<file path="config.mk">
export PLATFORM = sky130hd
export DESIGN_NAME = led_pattern_gen
export DESIGN_NICKNAME = d
export VERILOG_FILES = /design/src/rtl/led_pattern_gen_pkg.sv /design/src/rtl/led_pattern_gen_prescaler.sv /design/src/rtl/led_pattern_gen.sv
export SDC_FILE = /design/constraint.sdc
export NUM_CORES = 1
export LEC_CHECK = 0
export CAP_MARGIN = 5
export CORE_MARGIN = 5
export CORE_UTILIZATION = 50
export CTS_CLUSTER_DIAMETER = 60
export DETAILED_ROUTE_END_ITERATION = 12
export PLACE_DENSITY = 0.77
export SLEW_MARGIN = 0
export SYNTH_ARGS = -nofsm -noshare
export SYNTH_HDL_FRONTEND = slang
export SYNTH_SLANG_ARGS = --single-unit
</file>
<file path="constraint.sdc">
create_clock -name clk -period 4.4 [get_ports clk]
set_input_delay 0.88 -clock clk [delete_from_list [all_inputs] [get_ports clk]]
set_output_delay 0.88 -clock clk [all_outputs]
set_load 0.005 [all_outputs]
</file>
<file path="src/rtl/led_pattern_gen_pkg.sv">
// Shared types for the multi-channel LED pattern generator.
package led_pkg;

   typedef enum logic [1:0] {
      LED_OFF   = 2'd0,
      LED_ON    = 2'd1,
      LED_BLINK = 2'd2,
      LED_PWM   = 2'd3
   } led_mode_e;

   // Blink toggles when the counter reaches this value; period 0 acts as 1.
   function automatic logic [31:0] blink_last(input logic [31:0] period);
      return (period == 32'd0) ? 32'd0 : period - 32'd1;
   endfunction

endpackage

</file>
<file path="src/rtl/led_pattern_gen_prescaler.sv">
// Tick prescaler: one-clock tick every CLK_HZ/TICK_HZ cycles.
module led_prescaler #(
   parameter int CLK_HZ  = 12000000,
   parameter int TICK_HZ = 1000
) (
   input  logic clk,
   input  logic reset,
   input  logic sync,
   output logic tick
);

   localparam int DIV   = CLK_HZ / TICK_HZ;
   localparam int CNT_W = (DIV > 1) ? $clog2(DIV) : 1;
   localparam logic [CNT_W-1:0] LAST = CNT_W'(DIV - 1);

   if (DIV < 2) begin : g_bad_div
      $error("led_prescaler: CLK_HZ/TICK_HZ must be at least 2");
   end

   logic [CNT_W-1:0] cnt_q, cnt_d;
   logic             tick_q, tick_d;

   always_comb begin
      cnt_d  = cnt_q + CNT_W'(1);
      tick_d = 1'b0;
      if (sync) begin
         cnt_d = '0;
      end else if (cnt_q == LAST) begin
         cnt_d  = '0;
         tick_d = 1'b1;
      end
   end

   always_ff @(posedge clk) begin
      if (reset) begin
         cnt_q  <= '0;
         tick_q <= 1'b0;
      end else begin
         cnt_q  <= cnt_d;
         tick_q <= tick_d;
      end
   end

   assign tick = tick_q;

endmodule

</file>
<file path="src/rtl/led_pattern_gen.sv">
// Multi-channel LED driver: per-channel OFF/ON/BLINK/PWM on a shared tick.
module led_pattern_gen
   import led_pkg::*;
#(
   parameter int CLK_HZ         = 12000000,
   parameter int TICK_HZ        = 1000,
   parameter int CHANNELS       = 5,
   parameter int PERIOD_W       = 16,
   parameter int DUTY_W         = 8,
   parameter int DEFAULT_PERIOD = 500,
   localparam int CH_W = (CHANNELS > 1) ? $clog2(CHANNELS) : 1
) (
   input  logic                clk,
   input  logic                reset,
   input  logic                cfg_we,
   input  logic [CH_W-1:0]     cfg_ch,
   input  logic [1:0]          cfg_mode,
   input  logic [PERIOD_W-1:0] cfg_period,
   input  logic [DUTY_W-1:0]   cfg_duty,
   input  logic                sync,
   output logic [CHANNELS-1:0] led,
   output logic                tick
);

   if (CHANNELS < 1 || CHANNELS > 32) begin : g_bad_ch
      $error("led_pattern_gen: CHANNELS must be 1..32");
   end

   logic              tick_w;
   logic [DUTY_W-1:0] phase_q, phase_d;

   led_prescaler #(
      .CLK_HZ  (CLK_HZ),
      .TICK_HZ (TICK_HZ)
   ) u_presc (
      .clk   (clk),
      .reset (reset),
      .sync  (sync),
      .tick  (tick_w)
   );

   assign tick = tick_w;

   always_comb begin
      phase_d = phase_q + DUTY_W'(1);
      if (sync) phase_d = '0;
   end

   always_ff @(posedge clk) begin
      if (reset) phase_q <= '0;
      else       phase_q <= phase_d;
   end

   for (genvar i = 0; i < CHANNELS; i++) begin : g_ch
      localparam bit IS_TOP = (i == CHANNELS - 1);
      localparam led_mode_e RST_MODE =
         IS_TOP ? LED_BLINK : LED_OFF;
      localparam logic [PERIOD_W-1:0] RST_PERIOD =
         IS_TOP ? PERIOD_W'(DEFAULT_PERIOD) : '0;

      led_mode_e           mode_q, mode_d, wr_mode;
      logic [PERIOD_W-1:0] period_q, period_d;
      logic [PERIOD_W-1:0] cnt_q, cnt_d, last;
      logic [DUTY_W-1:0]   duty_q, duty_d;
      logic                led_q, led_d, hit;

      assign hit     = cfg_we && (cfg_ch == CH_W'(i));
      assign wr_mode = led_mode_e'(cfg_mode);
      assign last    = PERIOD_W'(blink_last(32'(period_q)));

      always_comb begin
         mode_d   = mode_q;
         period_d = period_q;
         duty_d   = duty_q;
         cnt_d    = cnt_q;
         led_d    = led_q;
         if (hit) begin
            // A write always restarts the channel, even with unchanged values.
            mode_d   = wr_mode;
            period_d = cfg_period;
            duty_d   = cfg_duty;
            cnt_d    = '0;
            unique case (wr_mode)
               LED_OFF:   led_d = 1'b0;
               LED_ON:    led_d = 1'b1;
               LED_BLINK: led_d = 1'b1;
               LED_PWM:   led_d = phase_q < cfg_duty;
            endcase
         end else begin
            if (sync) cnt_d = '0;
            unique case (mode_q)
               LED_OFF: led_d = 1'b0;
               LED_ON:  led_d = 1'b1;
               LED_BLINK: begin
                  if (sync) begin
                     led_d = 1'b1;
                  end else if (tick_w) begin
                     if (cnt_q == last) begin
                        led_d = ~led_q;
                        cnt_d = '0;
                     end else begin
                        cnt_d = cnt_q + PERIOD_W'(1);
                     end
                  end
               end
               LED_PWM: led_d = phase_q < duty_q;
            endcase
         end
      end

      always_ff @(posedge clk) begin
         if (reset) begin
            mode_q   <= RST_MODE;
            period_q <= RST_PERIOD;
            duty_q   <= '0;
            cnt_q    <= '0;
            led_q    <= 1'b0;
         end else begin
            mode_q   <= mode_d;
            period_q <= period_d;
            duty_q   <= duty_d;
            cnt_q    <= cnt_d;
            led_q    <= led_d;
         end
      end

      assign led[i] = led_q;
   end

endmodule

</file>
Yosys cells after proc, flatten, opt, wreduce, memory -nomap -nowiden

Index checks and enable logic that the tools add are counted.

Register bits: 238

Reductions and logical operators: 30
Bitwise logic cells: 5
Add/subtract/negate cells: 12
Eq/ne operators: 38
Magnitude comparators: 6
Mux-type cells: 57

Operators by type and width:

| cell                                                   | number |
|---|---|
| two-way mux 16 bit                                     | 30 |
| adder 16 x 1 -> 16 bit (second input constant)         | 5 |
| equality test 16 bit                                   | 5 |
| zero test 16 bit                                       | 5 |
| subtractor 16 x 1 -> 16 bit (second input constant)    | 5 |
| less-than comparator 8 bit                             | 6 |
| equality test 2 bit (second input constant)            | 12 |
| two-way mux 1 bit                                      | 21 |
| inequality test 4 x 3 -> 1 bit (second input constant) | 5 |
| inequality test 4 bit (second input constant)          | 5 |
| one-hot mux 1 bit (4 select lines)                     | 5 |
| adder 14 x 1 -> 14 bit (second input constant)         | 1 |
| equality test 14 bit (second input constant)           | 1 |
| OR reduction 2 bit                                     | 7 |
| equality test 2 x 1 -> 1 bit (second input constant)   | 6 |
| zero test 2 bit                                        | 6 |
| AND reduction 2 bit                                    | 5 |
| adder 8 x 1 -> 8 bit (second input constant)           | 1 |
| equality test 3 x 2 -> 1 bit (second input constant)   | 2 |
| logical AND 1 bit                                      | 5 |
| inverter 1 bit                                         | 5 |
| equality test 3 x 1 -> 1 bit (second input constant)   | 1 |
| equality test 3 bit (second input constant)            | 1 |
| zero test 3 bit                                        | 1 |
| other kinds (2)                                        | 2 |

Logic depth before layout (Yosys ltp)

Word-level depth: 8
Gate-level depth with buffers: 14
Depth with buffers taken out: 11

Cells and area by module

A second synthesis with hierarchy kept.

Cells, all modules: 2110
Area total of the unflattened synthesis: 15658.8 um^2

Modules (own cells, without submodules):

| module          | times used | sequential area each (um^2) | area each (um^2) | cells an instance |
|---|---|---|---|---|
| led_pattern_gen | 1          | 4464.3                      | 14999.4          | 2040 |
| led_prescaler   | 1          | 300.3                       | 659.4            | 70 |

Worst setup path after synthesis

OpenSTA, ideal clock, no wires.

Path type: reg-to-reg
Start: reg g_ch[0].period_q[2]
End: reg g_ch[0].cnt_q[15]
Stages on the path, launching flop included: 12
Clock period less this slack: 3.396 ns
Required time: 4.280 ns
Arrival: 3.276 ns
Slack: 1.004 ns
Path buffers: 2
Cell sequence: dfxtp_1 > or4_1 > buf_2 > nor4_4 > mux2_2 > a221oi_2 > o2111ai_1 > or4_1 > nor4_2 > buf_4 > nor2_1 > a211o_1

Cells in the longest elaborated chain, start to end: 7
Elaborated cells between the ends (all ways): 8
Those cells by class: add/sub: 1; eq/ne: 1; mux: 5; reduce/logical: 1

Ends and longest elaborated chain:

| what                                                            | RTL line                  | source |
|---|---|---|
| start: declaration                                              | led_pattern_gen.sv:62     | `logic [PERIOD_W-1:0] period_q, period_d;` |
| start signal: assignment                                        | led_pattern_gen.sv:120    | `period_q <= period_d;` |
| subtractor 16 x 1 -> 16 bit or zero test 16 bit (tied branches) | led_pattern_gen_pkg.sv:13 | `return (period == 32'd0) ? 32'd0 : period - 32'd1;` |
| two-way mux 16 bit (*)                                          | led_pattern_gen_pkg.sv:13 |  |
| equality test 16 bit (*)                                        | led_pattern_gen.sv:98     | `if (cnt_q == last) begin` |
| two-way mux 16 bit (*)                                          | led_pattern_gen.sv:98     |  |
| two-way mux 16 bit (*)                                          | led_pattern_gen.sv:97     | `end else if (tick_w) begin` |
| two-way mux 16 bit (*)                                          | led_pattern_gen.sv:95     | `if (sync) begin` |
| two-way mux 16 bit (*)                                          | led_pattern_gen.sv:91     | `unique case (mode_q)` |
| end signal: assignment                                          | led_pattern_gen.sv:122    | `cnt_q <= cnt_d;` |
| end: declaration                                                | led_pattern_gen.sv:63     | `logic [PERIOD_W-1:0] cnt_q, cnt_d, last;` |

Every way passes the cells marked *; elsewhere a longest branch is shown, timed or not.
A chain may end at the register's enable or synchronous reset.

Final worst setup path

Start: reg g_ch[0].period_q[2]
End: reg g_ch[0].cnt_q[2]

Same word-level chain as after synthesis.

==> summary.md <==
| Metric | Value |
|---|---|
| Routed Antenna Nets | 0 |
| Final core utilization | 55.8% |
| Worst Max-Slew Pin Slew | 1.19 ns |
| Synth Net Count | 2223 |
| Final worst slack | 0.560 ns |
| Die height | 187 µm |
| Sequential share of power | between 40 and 50% |
| Seq. cell area | between 4000 and 5000 µm² |
| Vias | between 15000 and 20000 |
| VDD IR max | 0.280 mV |
| Syn Area/Cell | 7.35 µm² |
| Vias in the first global route | 14300 |
| Crit-path most repeated cell | or4_1 |
| Syn. warnings | 0 |
| WP data arrival | 4.27 ns |
| Startpoint Class | flop |
| DRC viols | 0 |
| Worst Hold Class | reg2reg |
| Fin nets | 2173 |
| Seq/Total Area, Yosys | 30.4% |
| Multi-input gate area | 10000 µm² |
| Cts repair resizes | 0 |
| TNS Setup | 0 ns |
| # hold bufs at CTS | 0 |
| Cell Pwr Density | 315 nW/µm² |
| Clock power frac | between 40% and 50% |
| Logic pwr share | 14.0% |
| CTS HTree Levels | 1 |
| Clock sink total | 238 |
| Total CTS buffers | 28 |
| Sw power | 1.44 mW |
| Total power draw | 5.41 mW |
| Pleak | 6.18 nW |
| Die ar. | 35000 µm² |
| Highest net fanout along the worst path | 7 |
| Worst slack, placed | between 0.6 and 0.7 ns |
| Outcome | finished clean |
| Buffer and inverter count on the worst path | 0 |
| CTS tree | built |
| Crit-path leading delay family | simple AND/OR/NAND/NOR gates |
| Die Wd | ~190 µm |
| Layout cells sized above 1 | 5.99% |
| F_max | 0.260 GHz |
| Endpoint class of the critical path | flop |
| Post-synthesis cell count | ~2100 |
| Routed WL | 44.9 mm |
| RSZ-0062 raised after global routing | false |
| EDFF count, synth | 0 |
| Final count of negative-setup-slack endpoints | 0 |
| Slowest CP cell | or4_1 |
| Synth-to-Final Area Change | 9.42% |
| Layout fillers | 2890 |
| Final Slew Violations | 0 |
| Sw frac | 26.7% |
| Ys async rst share | 0% |
| Skew final | 0.0186 ns |
| Post-CTS Setup Bufs | 0 |
| RD Place Congestion | 0.947 |
| Max Root-Sink Buffers | 3 |
| Global route total overflow | 0 |
| Clock-pin transition on the worst setup and hold timing paths | 0.06 ns |
| Initial antenna violation count | 2 |
| Critical path, cell by cell | or4_1, nor4_4, mux2_2, a221oi_2, o2111ai_1, or4_1, nor3_1, a211oi_1, a31o_2 |
| Largest net degree at the start of global routing | 82 |
| Count of state elements after synthesis | 238 |
| Req. time, crit path | 4.83 ns |
| Dpl hpwl | 31.7 mm |
| Unique masters post-synth | 87 |
| GRT Total Usage | about a quarter |
| Fin crit share | 87.3% |
| WS Path Type | reg2reg |
| Hold Slack | around 0.45 ns |
| Clock root buffer | clkbuf_16 |
| Max Cap Violations | 0 |
| Via density | ~6.2 |
| Clk_lat worst skew | 0.55 ns |
| Int Power | 3.97 mW |
| Max-slew headroom | 20.9% |
| Total I/O pin count | 39 |
| WL per Instance | between 15 and 20 µm |
| Endpoints failing hold | 0 |
| Initial DRC count | around 1500 |
| IO buf count | 38 |
| First-pass DRT Iterations | 6 |
| Cell Rows | 64 |
| First-pass GRT wire length | 72.6 mm |
| Core ar. | 30700 µm² |
| Cell area after synthesis | 15700 µm² |
| Main flop type after synthesis | dfxtp_1 |
| Fin crit period | about 3.8 ns |
| Starting Density | 51.0% |
| CP peak stage delay | 0.72 ns |
==> cell usage in the layout (no fill, tap or decap), types with 37 or more instances in the layout <==
cell,n
dfxtp_1,238
xnor2_1,45
inv_1,88
a21oi_1,225
nand2_1,364
nor3_1,64
nand3_1,95
clkdlybuf4s50_1,37
ha_1,56
xor2_1,41
o21ai_0,59
and3_1,43
nor2_1,136
==> stage by stage <==
step                instance area [µm²]  std cells
floorplan                         15700       2134
global placement                  16200       2450
detailed placement                16200       2450
CTS                               17200       2499
global route                      17200       2499
finish                            17200       2500
==> registers in the layout, summed over array words and instances (netlist names) <==
name / count
g_ch.period_q: 80
g_ch.mode_q: 10
g_ch.led_q: 5
phase_q: 8
g_ch.duty_q: 40
g_ch.cnt_q: 80
u_presc.cnt_q: 14
u_presc.tick: 1
==> routing by layer <==
layer  GRT usage [%]  wire [µm]  up-vias  share of wire [%]
met3            3.32       3140      125                7.0
met1            32.6      19600     7318                 44
met2            39.6      19900      529                 44
li1                -          -     7564                  -
met4            10.1       2140        2                4.8
met5               0          7        -              0.016
==> cells by family (layout without fill, tap and decap cells) <==
group           Yosys count  in the layout  share of synthesized area [%]
fa+ha+maj                56             56                           4.47
mux                      22             22                           1.44
flops                   238            238                           30.4
other cells               0              1                              0
xor+xnor                 89             89                           5.25
buf+inv                 233            202                           5.77
simple gates            984            984                           31.7
compound gates          512            512                           21.0
==> power groups by stage <==
stage                     Clock [mW]  Combinational (mW)  Sequential [mW]
final                           2.42               0.757             2.23
after global routing            2.55               0.821             2.23
after CTS                       2.45               0.740             2.23
after detailed placement           0               0.735             2.27
after global placement             0               0.723             2.27
after floorplan                    0               0.535             2.25
==> worst register-to-register path: cells and delay by family (launching register included) <==
family	cells	cell delay, ns
compound gates	4	0.78
flops	1	0.37
mux	1	0.40
simple gates	4	2.18
==> synthesized netlist by cell type (15+ instances only) <==
cell type  number  area share, %
buf_1          15           0.36
nor2b_1        33            1.3
a31oi_1        25            1.0
xor2_1         41            2.3
clkbuf_1      116            2.8
nand3_1        95            3.0
ha_1           56            4.5
nor4_1         28            1.1
nand4_1        34            1.4
nand2_1       364            8.7
a21o_1         26            1.2
nor3_1         64            2.0
mux2i_1        17            1.1
or4_1          30            1.4
inv_1          88            2.1
and3_1         43            1.7
or2_2          15           0.60
dfxtp_1       238             30
o211ai_1       15           0.72
or3_1          33            1.3
o21ai_0        59            1.9
nor2_1        137            3.3
a21oi_1       225            7.2
nand2b_1       23           0.92
xnor2_1        45            2.5
==> area by class of cell <==
class                      count  share of cell area, %
antenna                        1                 0.0146
clock buffer                  38                   4.84
clock inverter                11                  0.824
inverter                      90                   1.97
multi-input combinational   1663                   58.4
sequential                   238                   27.8
tap                          396                   2.89
timing repair buffer          63                   3.30
==> final timing paths <==
kind / start / slack [ns] / cells past startpoint / end
min reg2reg: g_ch[3].duty_q[4] / 0.45 / 2 / g_ch[3].duty_q[4]
max: g_ch[0].period_q[2] / 0.56 / 9 / g_ch[0].cnt_q[2]
max reg2reg: g_ch[0].period_q[2] / 0.56 / 9 / g_ch[0].cnt_q[2]
min: g_ch[3].duty_q[4] / 0.45 / 2 / g_ch[3].duty_q[4]
Note: power is estimated with default switching activity, not from simulation.
==> variant (same settings) <==
`DUTY_W`: 8 -> 12.
--- a/src/rtl/led_pattern_gen.sv
+++ b/src/rtl/led_pattern_gen.sv
@@ -7,5 +7,5 @@
    parameter int CHANNELS       = 5,
    parameter int PERIOD_W       = 16,
-   parameter int DUTY_W         = 8,
+   parameter int DUTY_W         = 12,
    parameter int DEFAULT_PERIOD = 500,
    localparam int CH_W = (CHANNELS > 1) ? $clog2(CHANNELS) : 1
Ports: changed (resized cfg_duty); port bits go from 39 to 43. No check against the original RTL was run, so the function may have changed too.
==> variant against the original RTL <==
  * Combinational power grew 4.4%
  * Area after synthesis grew 8.6%
  * Routed wire length grew 8.5%
  * Sequential cell count grew 24
  * Total power grew 8.6%
  * Setup slack gained 120 ps
  * Final area grew 9.0%
  * Synthesized cell count grew 8.6%
  * Worst hold slack lost 0.53 ps
  * Largest power group unchanged
==> variant: results (changes against the original RTL) <==
[synthesis]
synth-xor-area-share_pct=4.45  ; -0.80 points
synth-compound-area-share_pct=19.4  ; -1.6 points
synth_nets=2434  ; +9.5%
yosysUniqueCellTypes=94  ; +8.0%
synth_fa_ha_area_share_pct=5.88  ; +1.4 points
avgSynthCellArea_um2=7.35  ; about the same
muxShareOfSynthArea_pct=1.24  ; -0.20 points
synth.area.top_cells=dfxtp_1, nand2_1, a21oi_1, ha_1, nand3_1

[power]
peakVddDrop_mv=0.323  ; +15%

[place]
gp_congestion=0.937  ; -1.0%
place_inst=2696  ; +10%
dp_hpwl_um=35200  ; +11%
placed_cell_area_um2=17700  ; +9.1%
portBuffers=42  ; +11%

[finish]
seq_area_um2=5250  ; +10%
diodes=0  ; -1
buffers=71  ; +13%
nonClkBufAreaFrac_pct=3.40  ; +0.10 points
multi_input_comb_cells=1810  ; +8.8%
nNonClkInverters=105  ; +17%
multi_input_area_share_pct=57.8  ; -0.56 points
largestRegisters=g_ch.cnt_q x80, g_ch.period_q x80, g_ch.duty_q x60
nClkBuffers=39  ; +2.6%
multi_input_area_um2=10800  ; +8.0%
drive_above_1_share_pct=5.95  ; -0.045 points

[route]
num_vias=16800  ; +8.0%
dr.pass1.iters=5  ; -1
wl_um=48700  ; +8.5%
drt-initial-drc-count=1423  ; -2.9%

[critical_path]
worst_ep_arrival_time_ps=4170  ; -100 ps
critPathMaxFanout=12  ; +5
worst_path_largest_cell_delay_ps=660  ; -60 ps
slowest_stage=or4b_1

[sta]
tightest_slew_ps=1120  ; -64.5 ps
clock_skew_ps=10.7  ; -7.94 ps

[grt]
grt_use_total_pct=24.7  ; +0.33 points
grt_pass1_wl_um=79600  ; +9.7%
grt_max_degree=60  ; -27%
grt_pass1_vias=15700  ; +10%
antenna_found_initial=0  ; -2

[cts]
clk_latency_ps=580  ; +30 ps
cts_buffers=31  ; +11%

[die]
dieArea_um2=37900  ; +8.2%

[outcome]
outcome=completed

variant: cell types whose count changed in the layout (fill, tap and decap cells not counted), moves of 12 or more:
cell / delta
inv_1: +17
a31oi_1: +12
a21oi_1: -15
nand2_1: +100
nand3_1: +14
ha_1: +24
dfxtp_1: +24
a22o_1: +14
or4_1: -13
variant: layer usage:
layer	vias up	track usage, %	share of wire [%]
li1	8155	-	-
met1	7897	32.6	44
met2	606	41.6	46
met3	122	3.58	6.8
met4	0	8.13	3.4
met5	-	0	0
variant: worst paths after layout:
path | to | slack [ps] | depth (start not counted)
worst max-delay path | g_ch[4].cnt_q[1] | 680 | 11
worst min-delay path | g_ch[0].duty_q[1] | 450 | 2
worst max register to register | g_ch[4].cnt_q[1] | 680 | 11
worst min register to register | g_ch[0].duty_q[1] | 450 | 2
variant: where the power goes:
part           total [mW]  internal [mW]  switching, mW
clock                2.63           1.56           1.07
sequential           2.45           2.41         0.0475
combinational       0.790          0.321          0.469
total                5.88           4.29           1.59
